File: config.mk
export PLATFORM = sky130hd
export DESIGN_NAME = line_buf_rd_ctrl
export DESIGN_NICKNAME = d
export VERILOG_FILES = /design/src/rtl/line_buf_pkg.sv /design/src/rtl/line_buf_rd_ctrl.sv
export SDC_FILE = /design/constraint.sdc
export NUM_CORES = 1
export LEC_CHECK = 0
export ABC_AREA = 1
export BUFFER_PORTS_ARGS = -buffer_cell sky130_fd_sc_hd__buf_2
export CORE_UTILIZATION = 56
export DETAILED_ROUTE_END_ITERATION = 10
export PLACE_DENSITY = 0.82
export REMOVE_ABC_BUFFERS = 1
export SLEW_MARGIN = 20
export SYNTH_ARGS = -nofsm -noshare
export SYNTH_HDL_FRONTEND = slang
export SYNTH_SLANG_ARGS = --single-unit
export TNS_END_PERCENT = 10
File: constraint.sdc
create_clock -name rd_clk -period 3.59 [get_ports rd_clk]
set_input_delay 0.1795 -clock rd_clk [delete_from_list [all_inputs] [get_ports rd_clk]]
set_output_delay 0.1795 -clock rd_clk [all_outputs]
set_load 0.1 [all_outputs]
File: src/rtl/line_buf_pkg.sv
// line_buf_pkg
//   Types and default constants shared by the line buffer read controller
//   and by users of fifo_line_buf.
//   lb_state_t      : read controller FSM state encoding
//   LB_DATA_WIDTH   : default pixel / FIFO read width
//   LB_LINE_PIXELS  : default pixels per line request
package line_buf_pkg;

   localparam int LB_DATA_WIDTH  = 8;
   localparam int LB_LINE_PIXELS = 1024;

   typedef enum logic [1:0] {
      IDLE  = 2'd0,
      WAIT  = 2'd1,
      READ  = 2'd2,
      DRAIN = 2'd3
   } lb_state_t;

endpackage

File: src/rtl/line_buf_rd_ctrl.sv
// line_buf_rd_ctrl
//   Reads one line of LINE_PIXELS pixels from a line buffer FIFO per
//   line_req pulse and emits it as a pixel stream with start/end-of-line
//   markers, two cycles behind the FIFO read strobe.
//
//   Build option: define LINE_BUF_RD_PAD_EN to replace FIFO underflow
//   cycles with PAD_VALUE pixels (gap-free line). Without it, underflow
//   cycles leave gaps and the line is stretched until all pixels arrive.
//
//   Ports
//   rd_clk             in   clock (FIFO read side)
//   rd_rst_n           in   async active-low reset
//   line_req           in   one-cycle pulse, request one line
//   fifo_rd_data       in   FIFO data, valid the cycle after fifo_rd_en
//   fifo_rd_empty      in   FIFO empty
//   fifo_almost_empty  in   FIFO almost empty
//   fifo_rd_en         out  FIFO read strobe
//   pix_data           out  pixel
//   pix_valid          out  pixel qualifier
//   pix_sol / pix_eol  out  first / last pixel of a line
//   busy               out  state != IDLE
//   underflow          out  sticky: READ cycle with FIFO empty
//   req_drop           out  sticky: line_req ignored while busy
//
//   state | meaning
//   IDLE  | waiting for line_req
//   WAIT  | line requested, waiting for FIFO to leave almost-empty
//   READ  | reading pixels until LINE_PIXELS counted
//   DRAIN | two cycles letting the output pipeline empty
module line_buf_rd_ctrl
   import line_buf_pkg::*;
#(
   parameter int                    DATA_WIDTH  = LB_DATA_WIDTH,
   parameter int                    LINE_PIXELS = LB_LINE_PIXELS,
   parameter logic [DATA_WIDTH-1:0] PAD_VALUE   = '0
) (
   input  logic                  rd_clk,
   input  logic                  rd_rst_n,
   input  logic                  line_req,
   input  logic [DATA_WIDTH-1:0] fifo_rd_data,
   input  logic                  fifo_rd_empty,
   input  logic                  fifo_almost_empty,
   output logic                  fifo_rd_en,
   output logic [DATA_WIDTH-1:0] pix_data,
   output logic                  pix_valid,
   output logic                  pix_sol,
   output logic                  pix_eol,
   output logic                  busy,
   output logic                  underflow,
   output logic                  req_drop
);

   localparam int            CW       = $clog2(LINE_PIXELS) + 1;
   localparam logic [CW-1:0] LAST_IDX = CW'(LINE_PIXELS - 1);

   lb_state_t     state, state_nx;
   logic [CW-1:0] pix_cnt;
   logic          drain_cnt;
   logic          count_en;
   logic          last_pix;

   logic          s1_valid;
   logic          s1_rd;
   logic          s1_sol;
   logic          s1_eol;

   always_comb begin
      state_nx   = state;
      fifo_rd_en = 1'b0;
      count_en   = 1'b0;
      last_pix   = 1'b0;
      busy       = (state != IDLE);
      unique case (state)
         IDLE: begin
            if (line_req) state_nx = WAIT;
         end
         WAIT: begin
            if (!fifo_almost_empty) state_nx = READ;
         end
         READ: begin
            fifo_rd_en = !fifo_rd_empty;
`ifdef LINE_BUF_RD_PAD_EN
            count_en   = 1'b1;
`else
            count_en   = !fifo_rd_empty;
`endif
            last_pix   = count_en && (pix_cnt == LAST_IDX);
            if (last_pix) state_nx = DRAIN;
         end
         DRAIN: begin
            if (drain_cnt) state_nx = IDLE;
         end
         default: state_nx = IDLE;
      endcase
   end

   always_ff @(posedge rd_clk or negedge rd_rst_n) begin
      if (!rd_rst_n) begin
         state     <= IDLE;
         pix_cnt   <= '0;
         drain_cnt <= 1'b0;
         underflow <= 1'b0;
         req_drop  <= 1'b0;
      end else begin
         state <= state_nx;
         if ((state != READ) && (state_nx == READ))
            pix_cnt <= '0;
         else if (count_en)
            pix_cnt <= pix_cnt + CW'(1);
         drain_cnt <= (state == DRAIN) ? ~drain_cnt : 1'b0;
         if ((state == READ) && fifo_rd_empty)
            underflow <= 1'b1;
         if (line_req && (state != IDLE))
            req_drop <= 1'b1;
      end
   end

   // Stage 1 tracks the cycle in which the FIFO presents the read data;
   // stage 2 registers it onto the pixel outputs.
   always_ff @(posedge rd_clk or negedge rd_rst_n) begin
      if (!rd_rst_n) begin
         s1_valid  <= 1'b0;
         s1_rd     <= 1'b0;
         s1_sol    <= 1'b0;
         s1_eol    <= 1'b0;
         pix_valid <= 1'b0;
         pix_sol   <= 1'b0;
         pix_eol   <= 1'b0;
         pix_data  <= '0;
      end else begin
         s1_valid  <= count_en;
         s1_rd     <= fifo_rd_en;
         s1_sol    <= count_en && (pix_cnt == '0);
         s1_eol    <= last_pix;
         pix_valid <= s1_valid;
         pix_sol   <= s1_valid && s1_sol;
         pix_eol   <= s1_valid && s1_eol;
         // A counted pixel without a read only exists when padding is built in.
         if (s1_rd)
            pix_data <= fifo_rd_data;
         else if (s1_valid)
            pix_data <= PAD_VALUE;
      end
   end

endmodule

==> impl_summary.log, run 1 <==
[metrics] status: finished clean
[metrics] vias: between 900 and 1000
[metrics] actual transition at the worst max-transition pin: 0.617 ns
[metrics] vias in the first global route: between 900 and 1000
[metrics] detailed-routing iteration count for the pre-antenna-repair pass: 4
[metrics] met3 demand-to-capacity share in global routing: 0.0909
[metrics] launch point of the critical path: state[0]$_DFF_PN0_
[metrics] crit end category: output pin
[metrics] Fin. Hold Viols: 0
[metrics] relative slew slack: 0.589
[metrics] Clock power frac: 0.164
[metrics] GRT busiest layer: met2
[metrics] crit-path max cell delay: 0.43 ns
[metrics] internal power: 0.701 mW
[metrics] clock tree from TritonCTS: yes
[metrics] number of buffers created by CTS: 5
[metrics] largest buffer count on any clock path: 2
[metrics] power dissipated by switching net loads: about 0.75 mW
[metrics] Setup Fix Bufs, Post-CTS: 0
[metrics] min setup slack post-route: around 1.9 ns
[metrics] CP Data Arrival Time: between 1.5 and 2 ns
[metrics] final antenna diode count: 0
[metrics] number of distinct library cell variants in the gate-level netlist after synthesis: 26
[metrics] clock sink count: 30
[metrics] synthesized cell area: ~0.0013 mm^2
[metrics] global routing usage on met2: 0.358
[metrics] dpl ws: 2.25 ns
[metrics] met1 demand-to-capacity share in global routing: 0.236
[metrics] Hold Crit Endpoint: req_drop$_DFFE_PN0P_
[metrics] Register-to-Register Setup Slack: 2.30 ns
[metrics] final count of negative-setup-slack endpoints: 0
[metrics] required time reported for the critical path endpoint: 3.41 ns
[metrics] placed cell area: approximately 0.0015 mm^2
[metrics] H-tree level count: 2
[metrics] cells along the critical path: inv_2, nand3_4, inv_4, buf_2
[metrics] number of antenna violations at the first check in global routing: 0
[metrics] commonest cells after routing, fill and taps aside: dfrtp_1 (30), buf_2 (27), inv_1 (18), nand2_1 (18), nor2_1 (14)
[metrics] worst IR drop on VDD: slightly below 0.6 mV
[metrics] top-level port count: 28
[metrics] worst hold path cell count: 2
[metrics] Tightest Hold Check Type: input pin to register
[metrics] area enclosed by the die boundary: 0.00255 mm^2
[metrics] unrepaired setup endpoints after global routing: no
[metrics] total power divided by cell area: between 900 and 1000 mW/mm^2
[metrics] number of port buffers: 27
[metrics] Detailed Route Iter0 Violations: 28
[metrics] overall global routing resource usage: 0.216
[metrics] Die Width: a little over 50 um
[metrics] last weighted congestion value of the routability-driven placer: between 0.8 and 0.9
[metrics] design area: 0.00157 mm^2
[metrics] nature of the critical path startpoint: register
[metrics] proportion of total power due to net switching: 0.516
[metrics] top achievable clock speed: between 0.5 and 0.6 GHz
[metrics] Die Height: ~50 um
[metrics] number of storage elements in the synthesis netlist: 30
[metrics] residual antenna-violating net count after detailed routing: 0
[metrics] clock latency reported for the late side of the worst-skew pair: around 0.32 ns
[metrics] share of final-layout standard cells stronger than drive strength 1: 0.327
[metrics] initial standard-cell utilization of the core: 0.594
[metrics] Synth-to-Final Area Change: 19.3%
[metrics] Max-Cap Viols: 0
[metrics] filler instances: 167
[metrics] final count of pins violating max slew: 0
[metrics] largest net degree at the start of global routing: 31
[metrics] Max Fanout on Critical Path: 6
[metrics] Bufs and invs on worst path: 3
[metrics] Avg WL per Cell: 11.3 um
[metrics] post-route setup TNS: 0 ns
[metrics] share of the cycle needed by the critical path after routing: 0.471
[metrics] average via count per standard cell: a little over 5
[metrics] most common cell after layout, fill and taps aside: dfrtp_1
[metrics] gr ovfl total: 0
[metrics] worst setup skew after layout: between 0.004 and 0.005 ns
[metrics] CP max stage cell: buf_2
[metrics] path type of the worst setup path: register to output pin
[metrics] clock period minus final worst setup slack: around 1.7 ns
[metrics] combinational cell fraction of total power: 0.495
[metrics] number of cells on the worst reg-to-reg path: 6
[metrics] register area share after synthesis: 0.571
[metrics] warnings from Yosys: 0
[metrics] part of the power in registers: 0.340
[metrics] standby leakage power: 0.826 nW
[metrics] Core Footprint: roughly 0.0022 mm^2
[metrics] DRC: 0
[metrics] reg-to-reg critical path endpoint: pix_cnt[6]$_DFFE_PN0P_
[metrics] Cells after Synth: 130
[metrics] clk slew on worst S/H paths: roughly 0.090 ns
[metrics] number of core rows: 17
[metrics] startpoint of the worst hold path: line_req
[metrics] average cell area after synthesis: between 10 and 15 um^2
[metrics] hpwl dp: approximately 1700 um
[metrics] total wire length: 2180 um
[metrics] clock root buffer: clkbuf_4
[metrics] gate family responsible for the most delay along the worst path: buffers and inverters
[metrics] wire length of the first global-routing pass: 3860 um
[metrics] count of nets after finishing: around 180
[metrics] RR Startpoint: pix_cnt[0]$_DFFE_PN0P_
-- how the worst max path moves through the flow --
| stage | endpoint | slack, ns | depth (start not counted) |
|---|---|---|---|
| floorplan | req_drop$_DFFE_PN0P_ | 2.05 | 3 |
| global placement | fifo_rd_en | 2.28 | 4 |
| detailed placement | fifo_rd_en | 2.25 | 4 |
| CTS | fifo_rd_en | 1.88 | 4 |
| global route | fifo_rd_en | 1.80 | 4 |
| finish | fifo_rd_en | 1.90 | 4 |
-- through the flow --
stage	total power, mW	instances	utilization	hold slack (ns)
after global placement	1.20	184	0.669	0.226
final	1.45	193	0.709	0.0769
after CTS	1.46	193	0.709	0.0573
after floorplan	1.10	129	-	-0.116
after global routing	1.53	193	0.709	0.0567
after detailed placement	1.22	184	0.669	0.233
-- registers in the layout (all words and copies together) (netlist names) --
signal / flops
drain_cnt: 1
s1_sol: 1
underflow: 1
req_drop: 1
pix_valid: 1
pix_sol: 1
s1_eol: 1
state: 2
pix_data: 8
pix_eol: 1
pix_cnt: 11
s1_rd: 1
-- per-layer routing --
metal | share of wire | up-vias | routed length, um
met3 | 0.072 | 5 | 157
met4 | 0.022 | 0 | 49
met2 | 0.47 | 33 | 1020
met5 | 0 | - | 0
li1 | - | 481 | -
met1 | 0.44 | 454 | 952
-- power groups by stage --
stage	logic (mW)	clock network, mW	registers, mW
6_report	0.717	0.238	0.493
5_1_grt	0.757	0.261	0.507
4_1_cts	0.722	0.247	0.494
3_5_place_dp	0.721	0	0.501
3_3_place_gp	0.709	0	0.494
2_1_floorplan	0.240	0	0.858
-- cells in the mapped netlist --
cell type	count	area (um^2)
nand3_4	1	17.5
a21oi_1	2	10.0
dfrtp_1	30	751
nand3b_2	1	11.3
inv_4	1	6.26
ha_1	2	25.0
nand2_4	1	11.3
nor3_1	2	10.0
mux2_2	8	90.1
buf_2	1	5.00
nand4_1	2	12.5
xor2_1	3	26.3
nor4_1	1	6.26
a31oi_1	1	6.26
inv_2	2	7.51
inv_1	18	67.6
nor2_4	2	22.5
o21ai_1	2	10.0
nand2_2	2	12.5
a21o_1	1	7.51
o21bai_1	1	7.51
or2_2	1	6.26
nand3_1	8	40.0
nor2_1	14	52.6
o21ai_0	5	25.0
nand2_1	18	67.6
-- area by class of cell --
cell class / count / area, um^2 / share of cell area
Tap cell: 28 / 35.0 / 0.0223
Clock buffer: 8 / 78.8 / 0.0502
Timing Repair Buffer: 28 / 145 / 0.0925
Multi-Input combinational cell: 78 / 478 / 0.305
Sequential cell: 30 / 751 / 0.478
Inverter: 21 / 81.3 / 0.0518
-- kinds of logic (layout without fill, tap and decap cells) --
logic type / after synthesis / in the layout / share of synthesized area
AND/OR/NAND/NOR: 53 / 53 / 0.206
flip-flops: 30 / 30 / 0.571
multiplexers: 8 / 8 / 0.0685
buffers and inverters: 22 / 57 / 0.0656
XOR/XNOR: 3 / 3 / 0.0200
AO/OA/AOI/OAI: 12 / 12 / 0.0504
adder cells (fa/ha/maj): 2 / 2 / 0.0190
-- repair_timing --
item	CTS	global route
hold endpoints to repair	30	0
resized for setup	0	0
hold buffers	1	0
endpoints found under the setup margin	0	0
(Power assumes the default switching activity.)
==> inputs of run 2 (changes only) <==
- CORE_UTILIZATION: 56 -> 47
- PLACE_DENSITY: 0.82 -> 0.73
- clock period: 3.59 -> 1.5 ns (I/O delays scaled with it)
==> run 2 against run 1 <==
Against the previous run: critical path depth decreased by 1; total power increased by 140%; via count increased by 4.3%; final cell count increased by 5.7%; utilization decreased by 6.3 points; sequential power increased by 140%; worst hold slack got worse by 0.026 ns; first-iteration DRC count decreased by 64%; non-clock buffer count increased by 9; combinational power increased by 150%; register-to-register slack got worse by 2.1 ns; clock skew decreased by 0.0013 ns; critical path type unchanged; critical endpoint is now busy; highest routed layer unchanged.
==> impl_summary.log, run 2 (same netlist as run 1, synthesis figures left out) <==
[metrics] Synth-to-Final Area Change: 26.3%
[metrics] vias in the first global route: 1006
[metrics] post-route setup TNS: 0 ns
[metrics] clock root buffer: clkbuf_4
[metrics] number of core rows: 18
[metrics] clock period minus final worst setup slack: 1.39 ns
[metrics] final count of negative-setup-slack endpoints: 0
[metrics] gr ovfl total: 0
[metrics] unrepaired setup endpoints after global routing: no
[metrics] Reg with most FFs: pix_cnt
[metrics] most common cell after layout, fill and taps aside: dfrtp_1
[metrics] Core Footprint: 0.00257 mm^2
[metrics] number of antenna violations at the first check in global routing: 0
[metrics] Fin. Hold Viols: 0
[metrics] CP max stage cell: dfrtp_1
[metrics] Max-Cap Viols: 0
[metrics] clock tree from TritonCTS: yes
[metrics] Crit. path cell count: 3
[metrics] required time reported for the critical path endpoint: 1.42 ns
[metrics] Detailed Route Iter0 Violations: 10
[metrics] total power divided by cell area: approximately 2100 mW/mm^2
[metrics] actual transition at the worst max-transition pin: about 0.64 ns
[metrics] count of nets after finishing: between 150 and 200
[metrics] share of final-layout standard cells stronger than drive strength 1: 0.305
[metrics] clock latency reported for the late side of the worst-skew pair: 0.33 ns
[metrics] post-layout utilization of the core: 0.647
[metrics] final antenna diode count: 0
[metrics] Max Fanout on Critical Path: 4
[metrics] number of buffers created by CTS: 5
[metrics] relative slew slack: 0.572
[metrics] Final Instance Count excl. Fillers: 204
[metrics] number of cells on the worst reg-to-reg path: 5
[metrics] worst hold path cell count: 3
[metrics] max reg flops: 11
[metrics] crit end category: output pin
[metrics] detailed-routing iteration count for the pre-antenna-repair pass: 2
[metrics] Avg WL per Cell: approximately 12 um
[metrics] nature of the critical path startpoint: register
[metrics] largest registers ranked by flip-flop count: pix_cnt (11), pix_data (8), state (2)
[metrics] Bufs and invs on worst path: 2
[metrics] clock sink count: 30
[metrics] Setup Fix Bufs, Post-CTS: 0
[metrics] overall global routing resource usage: 0.206
[metrics] top achievable clock speed: 0.720 GHz
[metrics] placed cells: ~190
[metrics] area enclosed by the die boundary: between 0.003 and 0.004 mm^2
[metrics] clk slew on worst S/H paths: 0.09 ns
[metrics] last weighted congestion value of the routability-driven placer: 0.851
[metrics] commonest cells after routing, fill and taps aside: dfrtp_1 (30), buf_2 (25), inv_1 (18), nand2_1 (18), nor2_1 (14)
[metrics] path type of the worst setup path: register to output pin
[metrics] crit-path max cell delay: between 0.4 and 0.5 ns
[metrics] vias: 1015
[metrics] worst setup skew after layout: 0.00292 ns
[metrics] gate family responsible for the most delay along the worst path: buffers and inverters
[metrics] Die Height: 54.9 um
[metrics] top-level port count: 28
[metrics] hpwl dp: ~1700 um
[metrics] CP Data Arrival Time: 1.31 ns
[metrics] standby leakage power: ~0.86 nW
[metrics] wire length of the first global-routing pass: between 4000 and 5000 um
[metrics] Die Width: around 55 um
[metrics] status: finished clean
[metrics] number of port buffers: 27
[metrics] share of the cycle needed by the critical path after routing: 0.925
[metrics] largest net degree at the start of global routing: 31
[metrics] residual antenna-violating net count after detailed routing: 0
[metrics] DRC: 0
[metrics] worst IR drop on VDD: 2.08 mV
[metrics] largest buffer count on any clock path: 2
[metrics] average via count per standard cell: approximately 5.0
[metrics] Tightest Hold Check Type: input pin to register
[metrics] initial standard-cell utilization of the core: 0.512
[metrics] H-tree level count: 2
[metrics] cells along the critical path: inv_1, nand2_1, clkbuf_4
[metrics] final count of pins violating max slew: 0
[metrics] total wire length: around 2500 um
run 2: cell count changes in the layout (fill, tap and decap cells not counted):
cell,change
dlygate4sd3_1,+9
buf_2,-2
clkbuf_8,-2
buf_12,+1
clkbuf_1,+1
clkbuf_4,+1
clkinv_2,+1
run 2: path summary, 6_finish.rpt:
path	startpoint	to	slack, ns
worst max-delay path	state[1]$_DFF_PN0_	busy	0.11
worst min-delay path	fifo_rd_empty	underflow$_DFFE_PN0P_	0.05
worst max register to register	pix_cnt[0]$_DFFE_PN0P_	state[0]$_DFF_PN0_	0.20
worst min register to register	drain_cnt$_DFF_PN0_	drain_cnt$_DFF_PN0_	0.43
max in group asynchronous	rd_rst_n	pix_cnt[9]$_DFFE_PN0P_	0.79
min in group asynchronous	rd_rst_n	pix_data[7]$_DFFE_PN0P_	0.30
run 2: final cells by class:
class	instances	area, um^2
clock buffers	7	55.1
flip-flops and latches	30	751
inverters	21	81.3
multi-input cells	78	478
well taps	30	37.5
clock inverters	1	5.00
fillers	203	907
repair buffers	37	253
run 2: timing repair:
| item | CTS | global route |
|---|---|---|
| endpoints found under the hold margin | 39 | 0 |
| gates resized for setup | 0 | 1 |
| hold buffers | 10 | 0 |
| setup endpoints to repair | 0 | 1 |
run 2: tightest hold or removal path: cells and delay by family:
| kind | cells | cell delay [ns] |
|---|---|---|
| buf+inv | 2 | 0.13 |
| compound gates | 1 | 0.14 |
run 2: power by group:
group / switching [mW] / internal (mW) / total [mW]
combinational: 1.40 / 0.378 / 1.78
clock: 0.266 / 0.227 / 0.492
sequential: 0.159 / 1.03 / 1.18
run 2: per-stage QoR:
stage          area [um^2]  setup WS [ns]  hold slack, ns  power [mW]
2_1_floorplan         1310        -0.0432          -0.221        2.63
3_3_place_gp          1500          0.280           0.131        2.91
3_5_place_dp          1500          0.231           0.138        2.95
4_1_cts               1660        0.00408          0.0436        3.49
5_1_grt               1660         0.0390          0.0667        3.64
6_report              1660          0.112          0.0510        3.45
run 2: layer usage:
layer	track usage	part of all wire	wire length (um)
met5	0	0	0
met4	0.138	0.021	53
met3	0.0574	0.053	133
met2	0.369	0.51	1270
met1	0.204	0.42	1040
==> inputs of run 3 (changes only) <==
- CORE_MARGIN: unset -> 2
==> run 3 against run 2 <==
Against the previous run: clock power shrank 13%; combinational power is essentially flat; wire length shrank 3.5%; via count shrank 2.7%; largest cell class unchanged; largest power group unchanged.
==> impl_summary.log, run 3 (same netlist as run 1, synthesis figures left out) <==
[metrics] status: finished clean
[metrics] filler instances: 226
[metrics] vias in the first global route: around 970
[metrics] residual antenna-violating net count after detailed routing: 0
[metrics] overall global routing resource usage: 0.171
[metrics] Reg with most FFs: pix_cnt
[metrics] wire length of the first global-routing pass: between 4000 and 5000 um
[metrics] total wire length: approximately 2400 um
[metrics] clk slew on worst S/H paths: roughly 0.090 ns
[metrics] largest buffer count on any clock path: 2
[metrics] number of core rows: 19
[metrics] total power divided by cell area: between 2000 and 2500 mW/mm^2
[metrics] min setup slack post-route: approximately 0.13 ns
[metrics] share of final-layout standard cells stronger than drive strength 1: 0.306
[metrics] Max Fanout on Critical Path: 4
[metrics] commonest cells after routing, fill and taps aside: dfrtp_1 (30), buf_2 (25), inv_1 (18), nand2_1 (18), nor2_1 (14)
[metrics] Multi-input gate area: around 480 um^2
[metrics] footprint of the flip-flops and latches: 751 um^2
[metrics] Fin. Hold Viols: 0
[metrics] final count of negative-setup-slack endpoints: 0
[metrics] worst setup skew after layout: about 0.0035 ns
[metrics] Die Height: between 50 and 60 um
[metrics] number of port buffers: 27
[metrics] average via count per standard cell: 4.84
[metrics] vias: 988
[metrics] Register-to-Register Setup Slack: ~0.22 ns
[metrics] number of antenna violations at the first check in global routing: 0
[metrics] Max-Cap Viols: 0
[metrics] max reg flops: 11
[metrics] largest net degree at the start of global routing: 31
[metrics] dpl ws: ~0.23 ns
[metrics] startpoint of the worst hold path: fifo_rd_empty
[metrics] actual transition at the worst max-transition pin: 0.646 ns
[metrics] Avg WL per Cell: between 10 and 15 um
[metrics] last weighted congestion value of the routability-driven placer: slightly above 0.9
[metrics] clock period minus final worst setup slack: 1.37 ns
[metrics] relative slew slack: 0.569
[metrics] H-tree level count: 2
[metrics] standby leakage power: roughly 0.85 nW
[metrics] Synth-to-Final Area Change: 25.4%
[metrics] Hold Crit Endpoint: underflow$_DFFE_PN0P_
[metrics] nature of the critical path startpoint: register
[metrics] most common cell after layout, fill and taps aside: dfrtp_1
[metrics] number of cells on the worst reg-to-reg path: 6
[metrics] Die Width: ~57 um
[metrics] clock latency reported for the late side of the worst-skew pair: 0.32 ns
[metrics] clock root buffer: clkbuf_4
[metrics] Core Footprint: about 0.0027 mm^2
[metrics] number of buffers created by CTS: 5
[metrics] DRC: 0
[metrics] Setup Fix Bufs, Post-CTS: 0
[metrics] top-level port count: 28
[metrics] clock sink count: 30
[metrics] RR Startpoint: pix_cnt[0]$_DFFE_PN0P_
[metrics] count of nets after finishing: about 190
[metrics] post-route setup TNS: 0 ns
[metrics] share of the cycle needed by the critical path after routing: 0.916
[metrics] CP Data Arrival Time: 1.30 ns
[metrics] gr ovfl total: 0
[metrics] detailed-routing iteration count for the pre-antenna-repair pass: 4
[metrics] Tightest Hold Check Type: input pin to register
[metrics] hpwl dp: 1750 um
[metrics] Detailed Route Iter0 Violations: 25
[metrics] final antenna diode count: 0
[metrics] unrepaired setup endpoints after global routing: no
[metrics] initial standard-cell utilization of the core: 0.485
[metrics] path type of the worst setup path: register to output pin
[metrics] final count of pins violating max slew: 0
[metrics] area enclosed by the die boundary: 0.00324 mm^2
[metrics] crit end category: output pin
[metrics] worst IR drop on VDD: between 1.5 and 2 mV
[metrics] clock tree from TritonCTS: yes
[metrics] reg-to-reg critical path endpoint: pix_cnt[6]$_DFFE_PN0P_
[metrics] post-layout utilization of the core: 0.608
[metrics] top achievable clock speed: approximately 0.73 GHz
[metrics] worst hold path cell count: 3
[metrics] required time reported for the critical path endpoint: ~1.4 ns
[metrics] largest registers ranked by flip-flop count: pix_cnt (11), pix_data (8), state (2)
[run 3: worst max path at each step]
| stage | from | to | slack, ns | depth (start not counted) |
|---|---|---|---|---|
| 2_1_floorplan | state[1]$_DFF_PN0_ | req_drop$_DFFE_PN0P_ | -0.04 | 3 |
| 3_3_place_gp | pix_cnt[0]$_DFFE_PN0P_ | pix_cnt[6]$_DFFE_PN0P_ | 0.29 | 6 |
| 3_5_place_dp | pix_cnt[0]$_DFFE_PN0P_ | pix_cnt[10]$_DFFE_PN0P_ | 0.23 | 7 |
| 4_1_cts | state[1]$_DFF_PN0_ | busy | 0.02 | 3 |
| 5_1_grt | state[1]$_DFF_PN0_ | busy | 0.05 | 3 |
| 6_report | state[1]$_DFF_PN0_ | busy | 0.13 | 3 |
[run 3: where the power goes]
| group | internal [mW] | leakage (nW) | total, mW | switching (mW) |
|---|---|---|---|---|
| combinational | 0.376 | 0.440 | 1.76 | 1.39 |
| sequential | 1.03 | 0.383 | 1.19 | 0.160 |
| clock | 0.168 | 0.0308 | 0.430 | 0.262 |
[run 3: routing by layer]
layer	wire (um)	up-vias	global-route usage
met5	0	-	0
met4	42	0	0.0731
met3	150	5	0.0622
met2	1200	32	0.278
met1	1020	451	0.204
li1	-	500	-
[run 3: cell type report]
class | count | share of cell area
repair buffers | 37 | 0.153
well taps | 31 | 0.0235
flip-flops and latches | 30 | 0.455
clock inverters | 2 | 0.00607
clock buffers | 5 | 0.0228
inverters | 21 | 0.0493
multi-input cells | 78 | 0.290
[run 3: stage by stage]
stage	cells	area, um^2	power, mW	hold slack (ns)
final	204	1650	3.38	0.0627
after global routing	204	1650	3.54	0.0856
after floorplan	129	1310	2.63	-0.221
after global placement	187	1500	2.91	0.131
after CTS	204	1650	3.41	0.0576
after detailed placement	187	1500	2.95	0.137
[run 3: what timing repair did]
action / in CTS / in global routing
setup endpoints to repair: 0 / 1
hold buffers: 10 / 0
resized for setup: 0 / 1
endpoints found under the hold margin: 39 / 0
[run 3: worst max-delay path, cell delays in order (launching register included)]
cell,delay [ns]
dfrtp_1,0.44
inv_1,0.10
nand2_1,0.10
clkbuf_4,0.34
